==> src/rtl/prog_mem_reader.sv <==
// ---------------------------------------------------------------------------
// prog_mem_reader
//   Readback engine for the CPU's program/data RAM. Once the CPU has halted,
//   a start pulse walks FIRST_ADDR..LAST_ADDR through a synchronous read
//   port. Each word goes out with its address on a valid/ready stream, and a
//   running checksum of the accepted words is kept.
//
// Ports
//   clk        system clock, rising edge
//   reset      asynchronous active-low reset
//   start      dump request, sampled only in IDLE
//   hlt        CPU halted; a dump runs only while it is high
//   rd_en      RAM read strobe (qualifies rd_addr)
//   rd_addr    RAM read address
//   rd_data    RAM read data, valid the cycle after rd_en
//   out_valid  out_addr/out_data/out_last valid
//   out_ready  consumer accepts the presented word
//   out_addr   address of the presented word
//   out_data   presented word
//   out_last   presented word is the one at LAST_ADDR
//   busy       FSM not in IDLE
//   done       one-cycle pulse after the last word is accepted
//   err        one-cycle pulse on a refused start or an abort
//   checksum   mod-2^DATA_W sum of accepted words
// ---------------------------------------------------------------------------
module prog_mem_reader #(
   parameter int ADDR_W     = 4,
   parameter int DATA_W     = 8,
   parameter int FIRST_ADDR = 0,
   parameter int LAST_ADDR  = 15
) (
   input  logic              clk,
   input  logic              reset,
   input  logic              start,
   input  logic              hlt,
   output logic              rd_en,
   output logic [ADDR_W-1:0] rd_addr,
   input  logic [DATA_W-1:0] rd_data,
   output logic              out_valid,
   input  logic              out_ready,
   output logic [ADDR_W-1:0] out_addr,
   output logic [DATA_W-1:0] out_data,
   output logic              out_last,
   output logic              busy,
   output logic              done,
   output logic              err,
   output logic [DATA_W-1:0] checksum
);

   localparam logic [ADDR_W-1:0] FIRST_A = ADDR_W'(FIRST_ADDR);
   localparam logic [ADDR_W-1:0] LAST_A  = ADDR_W'(LAST_ADDR);

   typedef enum logic [2:0] {
      IDLE,
      REQ,
      WAIT,
      PRESENT,
      DONE
   } state_t;

   state_t            state;
   logic [ADDR_W-1:0] ptr;

   // All outputs are registered. Each transition sets the outputs that belong
   // to the state being entered, so rd_en is high exactly in REQ, out_valid
   // exactly in PRESENT and done exactly in DONE.
   always_ff @(posedge clk or negedge reset) begin
      if (!reset) begin
         state     <= IDLE;
         ptr       <= FIRST_A;
         rd_en     <= 1'b0;
         rd_addr   <= '0;
         out_valid <= 1'b0;
         out_addr  <= '0;
         out_data  <= '0;
         out_last  <= 1'b0;
         busy      <= 1'b0;
         done      <= 1'b0;
         err       <= 1'b0;
         checksum  <= '0;
      end else begin
         done <= 1'b0;
         err  <= 1'b0;
         case (state)
            IDLE: begin
               if (start) begin
                  if (hlt) begin
                     checksum <= '0;
                     ptr      <= FIRST_A;
                     rd_addr  <= FIRST_A;
                     rd_en    <= 1'b1;
                     busy     <= 1'b1;
                     state    <= REQ;
                  end else begin
                     err <= 1'b1;
                  end
               end
            end

            REQ, WAIT, PRESENT: begin
               if (!hlt) begin
                  // Abort takes priority over a same-cycle handshake, so the
                  // pending word never reaches the checksum.
                  rd_en     <= 1'b0;
                  out_valid <= 1'b0;
                  busy      <= 1'b0;
                  err       <= 1'b1;
                  state     <= IDLE;
               end else if (state == REQ) begin
                  rd_en <= 1'b0;
                  state <= WAIT;
               end else if (state == WAIT) begin
                  out_data  <= rd_data;
                  out_addr  <= ptr;
                  out_last  <= (ptr == LAST_A);
                  out_valid <= 1'b1;
                  state     <= PRESENT;
               end else if (out_ready) begin
                  out_valid <= 1'b0;
                  checksum  <= checksum + out_data;
                  if (out_last) begin
                     done  <= 1'b1;
                     state <= DONE;
                  end else begin
                     ptr     <= ptr + 1'b1;
                     rd_addr <= ptr + 1'b1;
                     rd_en   <= 1'b1;
                     state   <= REQ;
                  end
               end
            end

            DONE: begin
               busy  <= 1'b0;
               state <= IDLE;
            end

            default: begin
               rd_en     <= 1'b0;
               out_valid <= 1'b0;
               busy      <= 1'b0;
               state     <= IDLE;
            end
         endcase
      end
   end

endmodule

==> config.mk <==
export PLATFORM = sky130hd
export DESIGN_NAME = prog_mem_reader
export DESIGN_NICKNAME = d
export VERILOG_FILES = /design/src/rtl/prog_mem_reader.sv
export SDC_FILE = /design/constraint.sdc
export NUM_CORES = 1
export LEC_CHECK = 0
export ABC_AREA = 1
export BUFFER_PORTS_ARGS = -buffer_cell sky130_fd_sc_hd__buf_2
export CORE_ASPECT_RATIO = 0.5
export CORE_MARGIN = 2
export CORE_UTILIZATION = 42
export CTS_BUF_LIST = sky130_fd_sc_hd__clkbuf_4
export DETAILED_ROUTE_END_ITERATION = 16
export SKIP_CTS_REPAIR_TIMING = 1
export SLEW_MARGIN = 20
export SYNTH_ARGS = -nofsm -noshare
export SYNTH_HDL_FRONTEND = slang
export SYNTH_SLANG_ARGS = --single-unit
==> constraint.sdc <==
create_clock -name clk -period 1.64 [get_ports clk]
set_input_delay 0.082 -clock clk [delete_from_list [all_inputs] [get_ports clk]]
set_output_delay 0.082 -clock clk [all_outputs]
set_load 0.02 [all_outputs]
==> results list, run 1 <==
* Cells after synthesis: 231
- Setup Total Neg Slack: 0 ns
* EDFF count, synth: 0
- Once detail routing completed, the nets flagged for antenna violations numbered 0.
- The tightest hold path in the finished design has a slack of 0.03810 ns.
* Proportion of synthesized chip area in sequential cells: 0.4571
* Number of filler cells placed in the layout: 395
- The run finished with clean final reports.
- Compared with the post-synthesis result, the final layout area differs by 22.58%.
* Initial core utilization: 0.4513
- In this run the horizontal extent of the chip is 96.76 µm.
- Worst reg-to-reg path cell count: 5
* Share of async-settable or async-resettable flops after synthesis: 1.000
- Placement Setup Slack: 0.04305 ns
- After floorplanning, the core was sized to cover 4004 µm².
- Finish-stage setup viols: 0
- The worst register-to-register path ends at checksum[2].
- Summed over all cells, the static leakage comes to 1.301 nW.
- At the worst endpoint, the required time is 1.88 ns.
- The worst setup path is launched from a register.
- Global routing finished with a remaining overflow of 0.
- Dividing the final minimum period by the clock period gives 0.9452.
- 43 I/O pins were placed.
* Commonest cells in the netlist: sky130_fd_sc_hd__nand2_1 (93), sky130_fd_sc_hd__dfrtp_1 (33), sky130_fd_sc_hd__inv_1 (21), sky130_fd_sc_hd__nand3_1 (17), sky130_fd_sc_hd__nor2_1 (9)
- In this run the deepest clock path goes through 2 buffers.
- Smallest setup slack after layout: 0.08994 ns
* Estimated wirelength of the detail-placed design: 2863 µm
* Full die area: 4874 µm²
- Met2 layer usage reported by global route: 0.2639
- Initial antenna violation count: 0
* Gr busiest metal: met2
- After layout, the minimum clock period comes to 1.550 ns.
* Final weighted congestion of routability-driven global placement: 0.8159
- Counting flops and latches in the post-synthesis netlist gives 33.
- Sequential standard cell area: 825.8 µm²
- For met3 alone, demand over resource in global routing was 0.04596.
- Origin of the critical flop-to-flop path: out_data[0]
- In this run the worst path has a maximum fanout of 4.
* Worst slew margin relative to its limit: 0.5191
- CTS tree: done
- In this run, CTS created clock tree buffers numbering 5.
- Global-route total usage across every layer: 0.1773
* Cell depth of the worst min-delay path: 3
* Largest cells by area after synthesis: sky130_fd_sc_hd__dfrtp_1 (46%), sky130_fd_sc_hd__nand2_1 (19%), sky130_fd_sc_hd__ha_1 (5.5%), sky130_fd_sc_hd__nand3_1 (4.7%), sky130_fd_sc_hd__inv_1 (4.4%)
- Using the TritonRoute via totals, the vias-per-cell ratio works out to 4.740.
* Data arrival time of the critical path: 1.79 ns
- Measured along the y axis, the die boundary spans 50.38 µm.
* Slowest library cell on the worst path: sky130_fd_sc_hd__dfrtp_1
- After synthesis the cells add up to 1807 µm².
- Final std cells w/o fill: 342
- Synthesis Warnings: 0
* Number of port buffers: 42
- Most used flip-flop cell after synthesis: sky130_fd_sc_hd__dfrtp_1
* Number of nets at the end of the flow: 310
- Upper clock frequency limit: 645.1 MHz
- The via count of the first global-routing pass was 1,435.
- For met1 alone, demand over resource in global routing was 0.2515.
- Number of inserted diodes: 0
* Standard-cell row count: 16
* Vias post-DR: 1,621
- After the first detailed-routing iteration, the DRC count stood at 68.
- Worst Tran Pin Value: 0.7214 ns
- Critical path class: register to register
* Type of the most critical hold path: primary input to register
* Top-area cell type share of the netlist area: 0.4571
* Average instance area after synthesis: 7.821 µm²
* Critical Path Sink Type: register
* Biggest cell delay along the critical path: 0.41 ns
* RSZ-0062 raised after global routing: false
- Endpoint of the worst hold-timing path: err
- Distinct cell type count after synthesis: 27
- After detailed placement, the design holds a cell count of 326.
* Number of max-capacitance violations reported: 0
- The tree is rooted in a sky130_fd_sc_hd__clkbuf_4.
- Share of post-route cells with drive strength above 1: 0.2465
* Clock Skews: 0.006763 ns
- In this run the most critical hold path is launched from start.
* Worst-path clk slew: 0.11 ns
- Per-cell routed wire length: 11.97 µm
- Net Count, Synth: 253
- Ordered cell list for the critical path: ha_1 > fa_2 > or2_2 > nand3_1 > o21ai_1
- Wire length of the first global-routing pass: 6782 µm
- sky130_fd_sc_hd__dfrtp_1 takes more of the synthesized area than any other cell.
- Setup slack on the worst reg-to-reg path comes out at 0.09 ns.
* Maximum vdd ir drop: 0.7821 mV
* Clk_lat worst skew: 0.34 ns
* Final Max Tran Viols: 0
* Total detailed-routing wirelength: 4094 µm
- The H-tree was split into 2 levels.
- The clock drives 33 sinks.
* Area of combinational cells with multiple inputs: 863.3 µm²
- In this run the power density over the cells is 1704 nW/µm².
- The first detailed-routing pass took 4 iterations.
- After detailed routing, the number of remaining DRC violations is 0.
- Entering global routing, the biggest net connects 34 pins.
- By instance count, the leading cell after synthesis is sky130_fd_sc_hd__nand2_1.
* Count of final hold-check violations: 0
-- per-layer routing --
layer  vias to the layer above  wire length (µm)
li1                        844                 -
met2                        36              1744
met3                         7               201
met5                         -                 0
met4                         0                59
met1                       734              2089
-- report_power, final --
part | switching [mW] | internal (mW)
registers | 0.237 | 1.08
clock network | 0.278 | 0.172
logic | 1.32 | 0.681
-- critical path: cells and delay by family, from the launching register on --
kind / cells / cell delay, ns
adder cells (fa/ha/maj): 2 / 0.61
AO/OA/AOI/OAI: 1 / 0.06
AND/OR/NAND/NOR: 2 / 0.37
flip-flops: 1 / 0.41
-- flip-flops by register name, indices dropped and copies added, names as in the netlist --
register	flops
checksum	8
out_data	8
out_addr	4
ptr	4
state	3
busy	1
done	1
err	1
out_last	1
out_valid	1
rd_en	1
-- how the worst max path moves through the flow --
stage	end	cells past startpoint	startpoint
floorplan	checksum[2]	5	out_data[0]
global placement	checksum[2]	5	out_data[0]
detailed placement	checksum[2]	5	out_data[0]
CTS	checksum[2]	5	out_data[0]
global route	checksum[4]	6	out_data[0]
finish	checksum[2]	5	out_data[0]
-- final cells by class --
cell class | count | area share
Timing Repair Buffer | 53 | 0.1424
Inverter | 25 | 0.04237
Tap cell | 54 | 0.03051
Sequential cell | 33 | 0.3729
Clock inverter | 1 | 0.001695
Clock buffer | 6 | 0.02034
Multi-Input combinational cell | 170 | 0.3898
-- stage by stage --
step,utilization,area [µm²],power [mW]
3_3_place_gp,0.5169,2069,3.287
3_5_place_dp,0.5169,2069,3.300
2_1_floorplan,-,1807,2.784
6_report,0.5531,2215,3.773
5_1_grt,0.5531,2215,4.111
4_1_cts,0.5291,2118,3.759
-- cells by family (layout without fill, tap and decap cells) --
kind of cell / Yosys count / in the layout / share of synthesized area
compound gates: 21 / 21 / 0.06579
xor+xnor: 3 / 3 / 0.01455
fa+ha+maj: 9 / 9 / 0.06648
buf+inv: 28 / 85 / 0.06856
flops: 33 / 33 / 0.4571
simple gates: 137 / 137 / 0.3276
-- placed cells by master (no fill, tap or decap), drive strengths merged --
cell type and n:
o21ai 12, nand3 18, or2 2, inv 25, nand3b 1, clkinv 1
a211oi 1, ha 8, fa 1, nand4 1, nand2 97, a21oi 6
nor3 3, clkbuf 6, buf 44, nor2 15, xnor2 2, o22ai 1
o21bai 1, xor2 1, dlygate4sd3 9, dfrtp 33
(Power assumes the default switching activity.)
==> run 2: changes to the inputs <==
--- a/config.mk
+++ b/config.mk
@@ -12,6 +12,7 @@
 export CORE_UTILIZATION = 42
 export CTS_BUF_LIST = sky130_fd_sc_hd__clkbuf_4
 export DETAILED_ROUTE_END_ITERATION = 16
+export PLACE_DENSITY = 0.65
 export SKIP_CTS_REPAIR_TIMING = 1
 export SLEW_MARGIN = 20
 export SYNTH_ARGS = -nofsm -noshare
==> results list, run 2 (same netlist as run 1, synthesis figures left out) <==
- The run finished with clean final reports.
* Number of port buffers: 42
- Estimated wirelength of the detail-placed design: 3000 µm
- Setup repair after global routing left no endpoint under its margin.
* Setup Total Neg Slack: 0 ns
- The die covers 4874 µm².
* Growth of design area from synthesis to finish: 25.90%
- Type of the most critical hold path: primary input to register
* Total detailed-routing wirelength: 4135 µm
- Post-route DRC: 0
* Share of post-route cells with drive strength above 1: 0.2577
- Dividing total power by cell area gives a power density of 1738 nW/µm².
- The worst path needs 1.536 ns of the cycle, external delays included.
- Final worst-path cycle share: 0.9368
- The first routing iteration left 63 violations.
- The final layout contains 312 nets.
* Most frequent cells in the layout: sky130_fd_sc_hd__nand2_1 (93), sky130_fd_sc_hd__buf_2 (42), sky130_fd_sc_hd__dfrtp_1 (33)
* Residual antenna-violating net count after detailed routing: 0
- Kind of start point of the critical path: register
* Worst Tran Pin Value: 0.3275 ns
- The clock reaches the later pin of the worst-skew pair after 0.34 ns.
- Critical path class: register to register
- In this run the worst path has a maximum fanout of 4.
- Standard-cell row count: 16
- Maximum vdd ir drop: 0.6550 mV
- After the flow finishes, the layout carries non-filler instances totaling 345.
* CTS Root Buffer Type: sky130_fd_sc_hd__clkbuf_4
* Critical Path Sink Type: register
* Wire length of the first global-routing pass: 7182 µm
* Total placed cells including tap cells: 328
- At the end of routability-driven placement, the weighted congestion stood at 0.9213.
* Worst-path clk slew: 0.11 ns
- Count of final hold-check violations: 0
- At the end of the flow the core is filled with cells to 0.5681.
- During I/O placement, the number of pins put on the boundary was 43.
- Data arrival time of the critical path: 1.75 ns
* Max clock buf depth: 2
* Worst hold margin: 0.03963 ns
- In this run the tightest slew margin relative to its limit is 0.7815.
- Via count of the first global-routing pass: 1,593
- Per-cell routed wire length: 11.99 µm
- Sinks on the clock net: 33
* Leakage power of the design: 1.327 nW
* Number of inserted diodes: 0
* DR pass1 iterations: 4
- Final Max Tran Viols: 0
- The number of antenna violations at the first check in global routing came to 0.
- Based on the critical path, the design can be clocked at up to 650.9 MHz.
- Dividing the detail-routed via count by the number of cells gives 4.783.
* Initial core utilization: 0.4513
* Largest registers in the final layout: checksum: 8 flops, out_data: 8 flops
- Finish-stage setup viols: 0
- For this block, the via count after detailed routing is 1,650.
- The clock tree synthesis step divided the H-tree into 2 levels.
- Clock tree synthesis inserted a total of 5 buffers.
- CTS tree: done
- Remaining Overflow, GRT: 0
- Die Span Y: 50.38 µm
- In this run the horizontal extent of the chip is 96.76 µm.
- In the global route stage, overall resource usage came out at 0.1840.
- Across the routed clock network, the largest skew measured is 0.01114 ns.
* Core area: 4004 µm²
- Pin count of the biggest net entering global routing: 34
- Required time worst endpoint: 1.86 ns
- Commonest non-fill, non-tap cell in the layout: sky130_fd_sc_hd__nand2_1
* Number of max-capacitance violations reported: 0
run 2: critical path, stage by stage, from the launching register on:
cell	delay, ns
sky130_fd_sc_hd__dfrtp_1	0.42
sky130_fd_sc_hd__ha_2	0.21
sky130_fd_sc_hd__fa_2	0.37
sky130_fd_sc_hd__or2_2	0.28
sky130_fd_sc_hd__nand3_1	0.08
sky130_fd_sc_hd__o21ai_1	0.07
run 2: power breakdown:
group / leakage (nW) / total, mW / internal [mW] / switching (mW)
registers: 0.438 / 1.31 / 1.08 / 0.228
logic: 0.846 / 2.02 / 0.693 / 1.32
clock network: 0.0433 / 0.627 / 0.334 / 0.293
run 2: final timing paths:
kind                             start           to  slack (ns)  cells after the start
max                        out_data[0]  checksum[2]        0.10                      5
min                              start          err        0.04                      3
max reg2reg                out_data[0]  checksum[2]        0.10                      5
min reg2reg                  out_valid    out_valid        0.48                      2
max in group asynchronous        reset  checksum[2]        1.24                      3
min in group asynchronous        reset    out_valid        0.22                      3
run 2: final cells by class:
type	instances	area, µm²
Tap cell	54	67.56
Fill cell	394	1729
Timing Repair Buffer	55	342.8
Inverter	25	93.84
Clock inverter	2	33.78
Clock buffer	6	45.04
Multi-Input combinational cell	170	865.8
Sequential cell	33	825.8
run 2: stage by stage:
stage	cell area [µm²]	power [mW]	setup slack [ns]
5_1_grt	2275	4.322	0.04560
4_1_cts	2176	3.965	0.005380
2_1_floorplan	1807	2.784	0.008621
3_5_place_dp	2097	3.328	0.03240
6_report	2275	3.953	0.1037
3_3_place_gp	2097	3.289	0.06440
run 2: layer usage:
metal,global-route usage,vias to the layer above,part of all wire
li1,-,847,-
met1,0.2425,777,0.49
met2,0.3102,21,0.46
met3,0.04735,5,0.038
met4,0.04225,0,0.0099
met5,0,-,0
